### src/rtl/seg_scan_ctrl.sv
// ============================================================================
// Module   : seg_scan_ctrl
// Purpose  : Four-digit multiplexed 7-segment scanner with guard-band blanking
//            and frame-synchronous double-buffered display value.
// Options  : LEADING_ZERO_BLANK_EN - blank leading zero digits 3..1.
// Revision : 1.0 - initial release
// ============================================================================
`default_nettype none

module seg_scan_ctrl #(
    parameter int PRESCALAR = 1000,
    parameter int GUARD     = 8
) (
    input  logic        clk,
    input  logic        rst,
    input  logic        load,
    input  logic [15:0] bcd_in,
    input  logic [3:0]  dp_in,
    input  logic [3:0]  digit_en,
    output logic [3:0]  an,
    output logic [6:0]  seg,
    output logic        dp,
    output logic [1:0]  sel,
    output logic        frame_done,
    output logic        pending
);

    localparam int               c_CNT_W      = $clog2(PRESCALAR);
    localparam logic [c_CNT_W-1:0] c_CNT_LAST  = c_CNT_W'(PRESCALAR - 1);
    localparam logic [c_CNT_W-1:0] c_GUARD_LAST = c_CNT_W'(GUARD - 1);

    typedef enum logic [0:0] {
        ST_GUARD = 1'b0,
        ST_ON    = 1'b1
    } state_t;

    state_t               r_state;
    logic [c_CNT_W-1:0]   r_cnt;
    logic [1:0]           r_sel;
    logic [15:0]          r_staging;
    logic [3:0]           r_staging_dp;
    logic [15:0]          r_shadow;
    logic [3:0]           r_shadow_dp;
    logic                 r_pending;
    logic [3:0]           r_an;
    logic [6:0]           r_seg;
    logic                 r_dp;
    logic                 r_frame_done;

    logic                 w_cnt_last;
    logic                 w_boundary;
    logic [c_CNT_W-1:0]   w_cnt_nx;
    logic [1:0]           w_sel_nx;
    state_t               w_state_nx;
    logic [15:0]          w_shadow_nx;
    logic [3:0]           w_shadow_dp_nx;
    logic [3:0]           w_digit;
    logic [3:0]           w_blank;
    logic [6:0]           w_seg_nx;
    logic [3:0]           w_an_nx;
    logic                 w_dp_nx;
    logic                 w_frame_done_nx;

    assign w_cnt_last = (r_cnt == c_CNT_LAST);
    assign w_boundary = w_cnt_last && (r_sel == 2'd3);
    assign w_cnt_nx   = w_cnt_last ? '0 : r_cnt + c_CNT_W'(1);
    assign w_sel_nx   = w_cnt_last ? r_sel + 2'd1 : r_sel;

    always_comb begin
        w_state_nx = r_state;
        case (r_state)
            ST_GUARD: if (r_cnt == c_GUARD_LAST) w_state_nx = ST_ON;
            ST_ON:    if (w_cnt_last)            w_state_nx = ST_GUARD;
            default:  w_state_nx = ST_GUARD;
        endcase
    end

    // A load on the boundary cycle bypasses staging so it is not lost.
    always_comb begin
        w_shadow_nx    = r_shadow;
        w_shadow_dp_nx = r_shadow_dp;
        if (w_boundary && load) begin
            w_shadow_nx    = bcd_in;
            w_shadow_dp_nx = dp_in;
        end else if (w_boundary && r_pending) begin
            w_shadow_nx    = r_staging;
            w_shadow_dp_nx = r_staging_dp;
        end
    end

    always_comb begin
        w_digit = w_shadow_nx[3:0];
        case (w_sel_nx)
            2'd0: w_digit = w_shadow_nx[3:0];
            2'd1: w_digit = w_shadow_nx[7:4];
            2'd2: w_digit = w_shadow_nx[11:8];
            2'd3: w_digit = w_shadow_nx[15:12];
            default: w_digit = w_shadow_nx[3:0];
        endcase
    end

`ifdef LEADING_ZERO_BLANK_EN
    always_comb begin
        w_blank    = 4'b0000;
        w_blank[3] = (w_shadow_nx[15:12] == 4'd0);
        w_blank[2] = w_blank[3] && (w_shadow_nx[11:8] == 4'd0);
        w_blank[1] = w_blank[2] && (w_shadow_nx[7:4] == 4'd0);
    end
`else
    assign w_blank = 4'b0000;
`endif

    always_comb begin
        w_seg_nx = 7'b0111111;
        case (w_digit)
            4'd0: w_seg_nx = 7'b1000000;
            4'd1: w_seg_nx = 7'b1111001;
            4'd2: w_seg_nx = 7'b0100100;
            4'd3: w_seg_nx = 7'b0110000;
            4'd4: w_seg_nx = 7'b0011001;
            4'd5: w_seg_nx = 7'b0010010;
            4'd6: w_seg_nx = 7'b0000010;
            4'd7: w_seg_nx = 7'b1111000;
            4'd8: w_seg_nx = 7'b0000000;
            4'd9: w_seg_nx = 7'b0010000;
            default: w_seg_nx = 7'b0111111;
        endcase
    end

    // Outputs are registered from next-state values so they align with cnt/sel.
    assign w_an_nx = (w_state_nx == ST_ON && digit_en[w_sel_nx] && !w_blank[w_sel_nx])
                     ? ~(4'b0001 << w_sel_nx) : 4'b1111;
    assign w_dp_nx = ~(w_shadow_dp_nx[w_sel_nx] && !w_blank[w_sel_nx]);
    assign w_frame_done_nx = (w_cnt_nx == c_CNT_LAST) && (w_sel_nx == 2'd3);

    always_ff @(posedge clk) begin
        if (rst) begin
            r_state      <= ST_GUARD;
            r_cnt        <= '0;
            r_sel        <= 2'd0;
            r_staging    <= 16'h0000;
            r_staging_dp <= 4'h0;
            r_shadow     <= 16'h0000;
            r_shadow_dp  <= 4'h0;
            r_pending    <= 1'b0;
            r_an         <= 4'b1111;
            r_seg        <= 7'b1111111;
            r_dp         <= 1'b1;
            r_frame_done <= 1'b0;
        end else begin
            r_state      <= w_state_nx;
            r_cnt        <= w_cnt_nx;
            r_sel        <= w_sel_nx;
            r_shadow     <= w_shadow_nx;
            r_shadow_dp  <= w_shadow_dp_nx;
            r_an         <= w_an_nx;
            r_seg        <= w_seg_nx;
            r_dp         <= w_dp_nx;
            r_frame_done <= w_frame_done_nx;
            if (load) begin
                r_staging    <= bcd_in;
                r_staging_dp <= dp_in;
            end
            if (w_boundary) begin
                r_pending <= 1'b0;
            end else if (load) begin
                r_pending <= 1'b1;
            end
        end
    end

    assign an         = r_an;
    assign seg        = r_seg;
    assign dp         = r_dp;
    assign sel        = r_sel;
    assign frame_done = r_frame_done;
    assign pending    = r_pending;

endmodule

`default_nettype wire

### config.mk
export PLATFORM = sky130hd
export DESIGN_NAME = seg_scan_ctrl
export DESIGN_NICKNAME = d
export VERILOG_FILES = /design/src/rtl/seg_scan_ctrl.sv
export SDC_FILE = /design/constraint.sdc
export NUM_CORES = 1
export LEC_CHECK = 0
export ABC_AREA = 1
export CORE_ASPECT_RATIO = 0.5
export CORE_UTILIZATION = 45
export CTS_CLUSTER_SIZE = 30
export DETAILED_ROUTE_END_ITERATION = 10
export GPL_ROUTABILITY_DRIVEN = 0
export GPL_TIMING_DRIVEN = 1
export PLACE_DENSITY = 0.7
export SYNTH_ARGS = -nofsm -noshare
export SYNTH_HDL_FRONTEND = slang
export SYNTH_SLANG_ARGS = --single-unit
### constraint.sdc
create_clock -name clk -period 2.8 [get_ports clk]
set_clock_uncertainty 0.1 [all_clocks]
set_input_delay 0.56 -clock clk [delete_from_list [all_inputs] [get_ports clk]]
set_output_delay 0.56 -clock clk [all_outputs]
set_load 0.02 [all_outputs]
==> results_dict.tcl <==
set metrics [dict create \
    die_h_um 62.72 \
    first_pass_iters 4 \
    routedLengthMet1_mm 3.993 \
    fmax_ghz 0.3777 \
    io_buffers 42 \
    synth_nets 486 \
    finalHoldViolations 0 \
    fillCellCount 616 \
    synth-main-ff-cell "dfxtp_1" \
    seqCellArea_mm2 0.001344 \
    drive_above_1_share 0.1612 \
    dieArea_mm2 0.007742 \
    synth_top_area_frac 0.4042 \
    seqPwrFrac 0.460 \
    fin_util 0.6183 \
    grt_max_degree 32 \
    netlist_instances 450 \
    syn_area_mm2 0.003318 \
    critPathTopFamily "simple AND/OR/NAND/NOR gates" \
    start_util 0.4802 \
    drcViolationCount 0 \
    cap_violations 0 \
    path_cells "ha_4 -> nand2_4 -> nor2_8 -> nand4_4 -> nor2_4 -> nand2_8 -> buf_4 -> nand3_1 -> nand2_1 -> nand2_1 -> nand3_1 -> nor2_4 -> ha_1 -> nand3_1 -> nand3_1 -> nand3_1" \
    p_switching_mw 0.4842 \
    worstPathRequired_ns 2.90 \
    fp.dieW_um 123.4 \
    cts_hold_buf 0 \
    yosys_register_bits 67 \
    n_antenna_cell 0 \
    ys_async_sr_fraction 0 \
    groute.usage.overall 0.2330 \
    tns_ns 0 \
    path_class "register to register" \
    slew_headroom 0.7322 \
    clk_path_buf_depth 2 \
    netlist_top_cells_area "dfxtp_1, nand2_1, nand3_1" \
    totalWireLength_mm 8.301 \
    status "finished clean" \
    clockRootBuffer "clkbuf_16" \
    period_needed_ns 2.647 \
    vias_per_cell 4.995 \
    top_layer "met4" \
    core_area_mm2 0.006910 \
    drv_slew 0 \
    cp_common_cell "nand3_1" \
    power_frac_comb 0.061 \
    yosys.area.top_type "dfxtp_1" \
    intPower_mw 1.694 \
    avgSynthCellArea_um2 7.374 \
    critPathMaxFanout 11 \
    area_growth_pct 28.77 \
    crit_buf_inv 1 \
    ys_warn_count 0 \
    end_kind "register" \
    cts.sinks 67 \
    place_hpwl_mm 5.614 \
    grt_pass1_wl_mm 13.48 \
    min_period_over_period 0.9455 \
    power_frac_clock 0.479 \
    synth_edf_count 0 \
    power.density_mw_per_mm2 509.9 \
    rows 21 \
    worstMarginPinSlew_ns 0.3986 \
    antenna_found_initial 0 \
    cp_slowest_cell "dfxtp_2" \
    layout.nets 546 \
    vias 3032 \
    cpPeakStageDelay_ns 0.36 \
    yosysSeqAreaShare 0.4042 \
    multi_input_area_mm2 0.001757 \
    arrival_ns 2.74 \
    setup_violations 0 \
    io_pins 43 \
    p_leak_nw 1.868 \
    synth_most_common_cell "nand2_1" \
    place_inst 582 \
    insertion_delay_ns 0.34 \
    synth_common_cells "nand2_1, dfxtp_1, nor2_1, nand3_1, inv_1" \
    stdcell_count 607 \
    cts-htree-levels 3 \
    route.met2.wl_mm 3.748 \
    critPathLaunchType "register" \
    hold_class "register to register" \
    hold_ws_ns 0.3780 \
    wl_met3_um 504 \
    wl_per_cell_um 13.68 \
    switching_share 0.2223 \
    ant_nets 0 \
    peakVddDrop_mv 0.2709 \
    cts_tree "built" \
    path_clk_slew_ns 0.05 \
    grt_pass1_vias 2893 \
    cts-buffers-inserted 9 \
    overflow 0 \
    drt_iter0_markers 241 \
    synth.distinct_cells 40 \
]
cell type report:
cell class | count | share of cell area
Tap cell | 92 | 0.02694
Timing Repair Buffer | 63 | 0.1353
Inverter | 54 | 0.04802
Clock buffer | 14 | 0.06179
Sequential cell | 67 | 0.3145
Clock inverter | 2 | 0.002343
Multi-Input combinational cell | 315 | 0.4111
timing repair:
item / CTS / global route
setup buffers: 0 / 7
resized for setup: 0 / 10
endpoints found under the setup margin: 0 / 7
endpoints found under the hold margin: 0 / 0
registers in the layout, summed over array words and instances, names as in the netlist:
name and count:
frame_done 1, r_cnt 10, pending 1, r_shadow 16
sel 2, r_staging_dp 4, seg 7, r_staging 16
r_state 1, an 4, r_shadow_dp 4, dp 1
stage by stage:
| step | area [µm²] | setup WS [ns] | total power [mW] |
|---|---|---|---|
| 4_1_cts | 4153 | 0.05670 | 2.200 |
| 5_1_grt | 4273 | -0.01528 | 2.273 |
| 6_report | 4273 | 0.1526 | 2.179 |
| 3_3_place_gp | 3879 | 0.1373 | 1.147 |
| 3_5_place_dp | 3879 | 0.05665 | 1.150 |
| 2_1_floorplan | 3318 | 0.2600 | 1.075 |
cells by family after synthesis:
group	count (synthesis)	share of synthesized area
XOR/XNOR	3	0.007920
AO/OA/AOI/OAI	50	0.08560
adder cells (fa/ha/maj)	9	0.03394
AND/OR/NAND/NOR	251	0.3831
buffers and inverters	70	0.08522
flip-flops	67	0.4042
worst reg2reg max path, stage by stage (launching register included):
cell	delay, ns
dfxtp_2	0.36
ha_4	0.16
nand2_4	0.07
nor2_8	0.17
nand4_4	0.11
nor2_4	0.25
nand2_8	0.11
buf_4	0.19
nand3_1	0.10
nand2_1	0.06
nand2_1	0.07
nand3_1	0.13
nor2_4	0.18
ha_1	0.17
nand3_1	0.10
nand3_1	0.10
nand3_1	0.10
layout by cell type, fill, tap and decap left out, drive strengths merged:
cell type      netlist  layout
a211oi               1       1
nand2               88      89
and2                 1       1
dfxtp               67      67
buf                  5      21
nand3b               1       1
nor2                72      72
nand4               10      10
clkbuf              11      14
nand3               63      64
inv                 54      54
o211ai               2       2
xor2                 3       3
ha                   9       9
nor4                 2       2
a22oi                3       3
or2                 10      10
a21oi               15      15
o21ai               26      26
clkinv               0       2
a31oi                1       1
o21bai               1       1
nor3                 4       4
o221ai               1       1
clkdlybuf4s50        0      42
final timing paths:
check / start / endpoint / slack, ns / cells past startpoint
worst max-delay path: r_cnt[0] / seg[5] / 0.15 / 16
worst min register to register: r_staging[5] / r_staging[5] / 0.38 / 2
worst min-delay path: r_staging[5] / r_staging[5] / 0.38 / 2
worst max register to register: r_cnt[0] / seg[5] / 0.15 / 16
routing by layer:
layer	track usage	up-vias
li1	-	1572
met1	0.2981	1371
met2	0.3652	85
met3	0.08212	4
met4	0.07380	0
met5	0	-
power by group through the flow:
stage | Sequential, mW | Clock, mW | Combinational (mW)
after floorplan | 1.02 | 0 | 0.0540
after global placement | 1.02 | 0 | 0.129
after detailed placement | 1.02 | 0 | 0.131
after CTS | 0.999 | 1.07 | 0.132
after global routing | 1.00 | 1.12 | 0.148
final | 1.00 | 1.04 | 0.134
No activity file was read; power rests on OpenSTA's default activity.
